==> config.mk <==
export PLATFORM = sky130hd
export DESIGN_NAME = hwag_cfg_seq
export DESIGN_NICKNAME = d
export VERILOG_FILES = /design/src/rtl/hwag_cfg_seq.sv
export SDC_FILE = /design/constraint.sdc
export NUM_CORES = 1
export LEC_CHECK = 0
export CAP_MARGIN = 15
export CELL_PAD_IN_SITES_DETAIL_PLACEMENT = 2
export CELL_PAD_IN_SITES_GLOBAL_PLACEMENT = 2
export CORE_UTILIZATION = 17
export CTS_BUF_LIST = sky130_fd_sc_hd__clkbuf_16
export DETAILED_ROUTE_END_ITERATION = 8
export PLACE_DENSITY_LB_ADDON = 0.1
export SLEW_MARGIN = 40
export SYNTH_ARGS = -nofsm -noshare
export SYNTH_HDL_FRONTEND = slang
export SYNTH_SLANG_ARGS = --single-unit
==> constraint.sdc <==
create_clock -name clk -period 1.7 [get_ports clk]
set_input_delay 0.255 -clock clk [delete_from_list [all_inputs] [get_ports clk]]
set_output_delay 0.255 -clock clk [all_outputs]
set_load 0.03 [all_outputs]
==> src/rtl/hwag_cfg_seq.sv <==
// rtl/hwag_cfg_seq.sv - register-file boot loader/verifier with host access port
`timescale 1ns/1ps
module hwag_cfg_seq #(
    parameter int NREG = 131,
    parameter int AW   = 8,
    parameter int DW   = 16
) (
    input  logic          clk,
    input  logic          rst,
    input  logic          start,
    output logic [AW-1:0] rom_addr,
    input  logic [DW-1:0] rom_data,
    output logic [AW-1:0] reg_addr,
    output logic [DW-1:0] reg_wdata,
    output logic          reg_we,
    output logic          reg_re,
    input  logic [DW-1:0] reg_rdata,
    input  logic          host_req,
    input  logic          host_we,
    input  logic [AW-1:0] host_addr,
    input  logic [DW-1:0] host_wdata,
    output logic          host_ack,
    output logic [DW-1:0] host_rdata,
    output logic          busy,
    output logic          done,
    output logic          err,
    output logic [AW-1:0] err_addr
);

    typedef enum logic [2:0] {IDLE, FETCH, WRITE, RDREQ, CMP, DONE} state_t;

    localparam logic [AW-1:0] LAST = AW'(NREG - 1);

    state_t        state;
    logic [AW-1:0] idx;
    logic          host_rd;
    logic          host_gnt;

    // Host is served in the request cycle; rst gating keeps the bus quiet while in reset.
    assign host_gnt = rst && host_req && !start && (state == IDLE || state == DONE);
    assign rom_addr = idx;

    // Bus is decoded from registered state: ROM data only arrives during WRITE/CMP,
    // and a host read must return data together with its ack one cycle later.
    always_comb begin
        reg_addr  = '0;
        reg_wdata = '0;
        reg_we    = 1'b0;
        reg_re    = 1'b0;
        case (state)
            WRITE: begin
                reg_addr  = idx;
                reg_wdata = rom_data;
                reg_we    = 1'b1;
            end
            RDREQ: begin
                reg_addr = idx;
                reg_re   = 1'b1;
            end
            default: begin
                if (host_gnt) begin
                    reg_addr  = host_addr;
                    reg_wdata = host_wdata;
                    reg_we    = host_we;
                    reg_re    = !host_we;
                end
            end
        endcase
    end

    assign host_rdata = (host_ack && host_rd) ? reg_rdata : '0;

    always_ff @(posedge clk or negedge rst) begin
        if (!rst) begin
            state    <= IDLE;
            idx      <= '0;
            busy     <= 1'b0;
            done     <= 1'b0;
            err      <= 1'b0;
            err_addr <= '0;
            host_ack <= 1'b0;
            host_rd  <= 1'b0;
        end else begin
            host_ack <= host_gnt;
            host_rd  <= host_gnt && !host_we;
            case (state)
                IDLE, DONE: begin
                    // IDLE is only left through the automatic reload after reset.
                    if (start || state == IDLE) begin
                        state    <= FETCH;
                        idx      <= '0;
                        err      <= 1'b0;
                        err_addr <= '0;
                        done     <= 1'b0;
                        busy     <= 1'b1;
                    end
                end
                FETCH: state <= WRITE;
                WRITE: begin
                    if (idx < LAST) begin
                        idx   <= idx + 1'b1;
                        state <= FETCH;
                    end else begin
                        idx   <= '0;
                        state <= RDREQ;
                    end
                end
                RDREQ: state <= CMP;
                CMP: begin
                    if (reg_rdata != rom_data && !err) begin
                        err      <= 1'b1;
                        err_addr <= idx;
                    end
                    if (idx == LAST) begin
                        state <= DONE;
                        busy  <= 1'b0;
                        done  <= 1'b1;
                    end else begin
                        idx   <= idx + 1'b1;
                        state <= RDREQ;
                    end
                end
                default: state <= IDLE;
            endcase
        end
    end

endmodule

==> summary.txt, run 1 <==
Floorplanning
  • Die width: 106.0 µm
  • # IOs: 123
  • Die height: 106.0 µm
  • Die area: 11240 µm²
  • Core area: 10420 µm²
  • Initial Utilization: 17.66%
  • Cell Rows: 37

STA
  • Worst slew pin tran: 565.8 ps
  • Fin Hold WS: 449.1 ps
  • Fin Setup TNS: -8479 ps
  • Max Fclk: 500.6 MHz
  • Worst Slack Setup Final: -297.6 ps
  • Final setup fails: 35
  • Slew headroom: 62.28%
  • Max Slew Vio Count: 0
  • Endpoints failing hold: 0
  • Clk_skew: 5.733 ps
  • Min Tclk post-route: 1998 ps
  • Period utilisation layout: 117.5%
  • Unrepaired setup endpoints after global routing: yes

Clock network
  • Cts hold-fix bufs: 0
  • TritonCTS sink count: 24
  • # H-tree levels: 1
  • TritonCTS clock tree: built
  • Clk slew on worst S/H paths: 70 ps
  • Total CTS buffers: 3
  • Clk buf depth: 2
  • Clock root cell: clkbuf_16
  • Worst skew pair latency: 270 ps

Critical path
  • Most used cell along the critical path: buf_6
  • CP Launch Type: flop
  • Worst setup EP type: output pin
  • Arr. time, crit path: 1740 ps
  • Crit Path Class: flop to output pin
  • Delay-heaviest family, CP: buffers and inverters
  • CP cell instances: buf_6, or2_4, a21oi_4, buf_12, buf_8, a22o_1, buf_6
  • CP Data Required Time: 1440 ps
  • Max incr delay on CP: 390 ps
  • Buf/Inv on CP: 4
  • Slowest cell on crit path: dfrtp_1
  • Max FO, Critical Path: 7

Power and ir drop
  • Sw power: 319.8 µW
  • Pwr Total: 1.505 mW
  • Leakage power: 2.010 nW
  • VDD IR max: 0.0003067 V
  • Clock power frac: 46.8%
  • Combinational power share: 15.3%
  • Internal power: 1.185 mW
  • Reg power frac: 37.9%
  • Switching share of power: 21.25%
  • PwrDens: 361.1 nW/µm²

Run status
  • Outcome: finished, violations left
  • Failing checks: setup timing

Placement
  • Buffers on Ports: 122
  • Placed cell area: 3651 µm²
  • Final HPWL DP: 7161 µm
  • Gpl congestion: 0.7268

GRT
  • GRT Residual Overflow: 0
  • First-pass GRT wire length: 14570 µm
  • GR Util met3: 2.269%
  • Vias in the first global route: 2600
  • Largest net degree at the start of global routing: 25
  • Antenna violations before repair: 0
  • GRT met1 Usage: 19.75%
  • Met2 track demand over resource: 32.59%
  • Top Usage Layer GRT: met2
  • Gr usage total: 16.96%

Drt
  • Post-route DRC: 0
  • Via count: 2300
  • Final wirelength: 9421 µm
  • Post-DR wirelength/cell: 18.36 µm
  • Antenna-violating nets left: 0
  • Starting DRT DRC Count: 40
  • Drt via density: 4.483
  • Pre-antenna DRT Iters: 3

Synthesis
  • Cell area after synthesis: 1839 µm²
  • Mapped Avg Cell Area: 9.580 µm²
  • Largest area contributor in the netlist: dfrtp_1
  • Ys Warns: 0
  • Dominant synthesized flop cell: dfrtp_1
  • Seq/Total Area, Yosys: 32.65%
  • Synth cell count leaders: 28 x a22o_1, 24 x dfrtp_1, 20 x nand2_1
  • Most frequent cell after synthesis: a22o_1
  • Post-synth cell types: 44
  • Yosys top cell area share: 32.65%
  • Synth async-reset ratio: 100.0%
  • Cells after synthesis: 192
  • Synth area leaders: dfrtp_1 33%, a22o_1 13%, xnor2_1 7.6%, and3_1 6.5%, mux2i_1 5.4%
  • Syn nets: 255
  • Number of synthesized flops with an enable pin: 0
  • Synthesized flop and latch total: 24

Cells and area
  • Fraction of final layout cells sized beyond drive strength 1: 45.89%
  • Area Growth Syn to Fin: 126.6%
  • Fin area: 4168 µm²
  • Layout Nets: 441
  • Finished Core Util: 40.01%
  • Multi-input logic area: 1430 µm²
  • Seq. cell area: 605.6 µm²
  • N_diodes: 0
  • Fillers: 1120

Min path
  • Min-Delay Path Class: primary input to async pin

Flow run
  • Max-cap violations: 0
## per-layer routing
| layer | up-vias | routed length, µm |
|---|---|---|
| li1 | 1092 | - |
| met1 | 1147 | 3789 |
| met2 | 50 | 5251 |
| met3 | 11 | 230 |
| met4 | 0 | 150 |
| met5 | - | 0 |
## through the flow
step	worst slack, ps	std cells
4_1_cts	-351.6	509
3_3_place_gp	-490.4	489
2_1_floorplan	-187.1	192
5_1_grt	-360.3	513
3_5_place_dp	-523.7	489
6_report	-297.6	513
## path summary, 6_finish.rpt
kind / from / end / slack, ps / depth (start not counted)
min in group clk: done / done / 510 / 2
worst max register to register: state[0] / rom_addr[1] / -200 / 6
worst max-delay path: state[2] / reg_wdata[14] / -300 / 7
worst min-delay path: rst / err_addr[4] / 450 / 2
worst min register to register: done / done / 510 / 2
max in group asynchronous: rst / rom_addr[5] / 980 / 2
## kinds of logic after synthesis
kind of cell | after synthesis | synth area share, %
buffers and inverters | 17 | 4.490
muxes | 13 | 7.687
adders and majority gates | 2 | 1.360
DFF | 24 | 32.65
AOI/OAI and AO/OA | 52 | 24.35
xor gates and xnor gates | 16 | 7.619
and+or+nand+nor | 68 | 21.84
## cell usage in the layout (no fill, tap or decap), types with 6 or more instances in the layout
cell type,Yosys,routed
dlygate4sd2_1,0,35
nand2_1,20,19
xnor2_1,16,16
a22o_4,0,18
buf_6,2,36
and3_1,19,19
buf_12,0,6
mux2i_1,10,9
clkdlybuf4s50_1,0,39
a22o_1,28,11
dfrtp_1,24,20
buf_4,0,69
## registers in the layout, indices dropped and copies added (netlist names)
name,flops
state,3
busy,1
done,1
host_ack,1
err_addr,8
rom_addr,8
host_rd,1
err,1
## power groups by stage
stage | sequential, mW | clock, mW | combinational, mW
after floorplan | 0.582 | 0 | 0.0391
after global placement | 0.582 | 0 | 0.247
after detailed placement | 0.582 | 0 | 0.251
after CTS | 0.570 | 0.721 | 0.231
after global routing | 0.570 | 0.740 | 0.248
final | 0.570 | 0.704 | 0.230
## layout make-up
cell class                      count  share of cell area [%]
Timing Repair Buffer              193                   44.10
Multi-Input combinational cell    151                   34.31
Sequential cell                    24                   14.53
Tap cell                          136                   4.083
Clock buffer                        3                   1.801
Clock inverter                      1                  0.7205
Inverter                            5                  0.4503
## repair_timing
item / in CTS / in global routing
setup endpoints to repair: 53 / 47
cloned: 3 / 0
pin swaps: 22 / 21
gates resized for setup: 94 / 21
setup buffers: 14 / 7
(Power assumes the default switching activity.)
==> inputs of run 2 (changes only) <==
ABC_CLOCK_PERIOD_IN_PS = 1700   (was default)
TNS_END_PERCENT = 100   (was default)
==> results of run 2 <==
No change in the layout: final DEF, timing and power equal those of run 1.
==> inputs of run 3 (changes only) <==
ABC_CLOCK_PERIOD_IN_PS = 1800   (was 1700)
clock period = 1.8 ns   (was 1.7 ns; I/O delays follow)
==> summary.txt, run 3 (synthesized netlist as in run 1, its figures left out) <==
STA
  • Endpoints failing hold: 0 (unchanged)
  • Max Fclk: 500.7 MHz
  • Clk_skew: 7.294 ps (+1.562 ps)
  • Fin Hold WS: 486.3 ps (+37.21 ps)
  • Max Slew Vio Count: 0 (unchanged)
  • Worst Slack Setup Final: -197.3 ps (+100.3 ps)
  • Slew headroom: 66.73% (+4.5 points)
  • Period utilisation layout: 111.0%
  • Final setup fails: 34 (-2.9%)
  • Worst slew pin tran: 499.1 ps (-66.78 ps)
  • Min Tclk post-route: 1997 ps
  • Fin Setup TNS: -5489 ps (+2991 ps)
  • Unrepaired setup endpoints after global routing: yes

Power and ir drop
  • VDD IR max: 0.0002584 V (-16%)
  • PwrDens: 347.5 nW/µm² (-3.8%)
  • Leakage power: 2.028 nW (+0.89%)

Drt
  • Final wirelength: 9565 µm (+1.5%)
  • Starting DRT DRC Count: 71 (+78%)
  • Via count: 2236 (-2.8%)
  • Pre-antenna DRT Iters: 4 (+1)
  • Post-DR wirelength/cell: 19.32 µm (+5.2%)
  • Drt via density: 4.517 (+0.75%)
  • Post-route DRC: 0 (unchanged)
  • Antenna-violating nets left: 0 (unchanged)

Floorplanning
  • Die width: 106.0 µm (unchanged)
  • # IOs: 123 (unchanged)
  • Cell Rows: 37 (unchanged)
  • Core area: 10420 µm² (unchanged)
  • Initial Utilization: 17.66% (unchanged)
  • Die height: 106.0 µm (unchanged)
  • Die area: 11240 µm² (unchanged)

Cells and area
  • Seq. cell area: 605.6 µm² (unchanged)
  • Fillers: 1114 (-0.54%)
  • Layout Cells excl Fill: 495 (-3.5%)
  • Commonest cells after routing, fill and taps aside: 59 x buf_4, 55 x clkdlybuf4s50_1, 29 x buf_6
  • Fraction of final layout cells sized beyond drive strength 1: 42.34% (-3.5 points)
  • Finished Core Util: 38.99% (-1.0 points)
  • Most common cell after layout, fill and taps aside: buf_4
  • Area Growth Syn to Fin: 120.8%
  • N_diodes: 0 (unchanged)
  • Multi-input logic area: 1376 µm² (-3.8%)
  • Layout Nets: 423 (-4.1%)
  • Fin area: 4061 µm² (-2.6%)

GRT
  • Largest net degree at the start of global routing: 25 (unchanged)
  • Gr usage total: 16.38% (-0.58 points)
  • GRT Residual Overflow: 0 (unchanged)
  • Vias in the first global route: 2458 (-5.5%)
  • First-pass GRT wire length: 14150 µm (-2.9%)
  • Antenna violations before repair: 0 (unchanged)

Critical path
  • Worst setup EP type: output pin
  • FF-to-FF setup slack: -170 ps (+30 ps)
  • Crit Path Class: flop to output pin
  • R2R cell count: 6 (unchanged)
  • Max FO, Critical Path: 10 (+3)
  • Arr. time, crit path: 1730 ps (about the same)
  • CP Launch Type: flop
  • RR Startpoint: rom_addr[4]
  • Critical path startpoint: state[2]
  • Reg2reg end: rom_addr[0]
  • CP Data Required Time: 1530 ps (+90 ps)

Flow run
  • Max-cap violations: 0 (unchanged)

Min path
  • Hold path start: done
  • Hold path endpoint: done
  • Hold Path Cell Cnt: 2
  • Min-Delay Path Class: flop to flop

Run status
  • Failing checks: setup timing
  • Outcome: finished, violations left

Placement
  • Placed cell area: 3407 µm² (-6.7%)
  • DP Cell Count: 473 (-3.3%)
  • Buffers on Ports: 122 (unchanged)
  • Gpl congestion: 0.7238 (-0.41%)
  • Final HPWL DP: 6944 µm (-3.0%)

Clock network
  • TritonCTS clock tree: built
  • Clk buf depth: 2 (unchanged)
  • Clk slew on worst S/H paths: 70 ps (about the same)
  • Clock root cell: clkbuf_16
  • Total CTS buffers: 3 (unchanged)
  • TritonCTS sink count: 24 (unchanged)
  • Worst skew pair latency: 270 ps (about the same)
  • # H-tree levels: 1 (unchanged)
-- run 3: cell count changes in the layout (fill, tap and decap cells not counted), moves of 3 or more --
cell / delta
buf_4: -10
a22o_2: +8
buf_6: -7
clkdlybuf4s50_1: +16
dlymetal6s2s_1: +20
a22o_4: -8
xnor2_1: -3
dlygate4sd2_1: -35
xnor2_2: +3
-- run 3: report_power, final --
group	internal (mW)	switching [mW]	leakage (nW)
logic	0.145	0.0761	1.66
registers	0.539	0	0.312
clock network	0.443	0.209	0.0511
total	1.13	0.285	2.03
-- run 3: worst max-delay path by stage --
stage,endpoint,slack [ps]
finish,reg_wdata[9],-200
global route,reg_wdata[13],-270
CTS,reg_wdata[8],-210
detailed placement,err_addr[2],-450
global placement,err_addr[0],-400
floorplan,rom_addr[0],-90
-- run 3: metal layers --
metal	routed length, µm	vias to the layer above	part of all wire (%)	GRT usage [%]
met1	4060	1125	42	20.77
li1	-	1041	-	-
met2	5067	63	53	29.18
met5	0	-	0	0
met3	342	7	3.6	2.636
met4	95	0	0.99	3.274
-- run 3: metrics by stage --
step	total power [mW]	setup WS, ps
finish	1.411	-197.3
floorplan	0.5861	-87.12
global placement	0.7608	-404.4
detailed placement	0.7637	-450.5
global route	1.464	-273.3
CTS	1.432	-208.3
-- run 3: final cells by class --
type / instances / share of cell area (%)
clock inverters: 1 / 0.7394
multi-input cells: 151 / 33.89
inverters: 5 / 0.4621
well taps: 136 / 4.190
flip-flops and latches: 24 / 14.91
clock buffers: 3 / 1.848
repair buffers: 175 / 43.96
-- run 3: critical path, cell delays in order, from the launching register on --
cell	delay, ps
dfrtp_1	420
or2_4	290
a21oi_4	190
buf_4	150
buf_12	130
a22o_1	150
buf_6	130
-- run 3: timing repair --
action / CTS / global route
cloned: 2 / 1
hold buffers: 0 / 0
endpoints found under the setup margin: 43 / 45
buffers inserted: 8 / 10
pin swaps: 6 / 17
resized for setup: 50 / 43
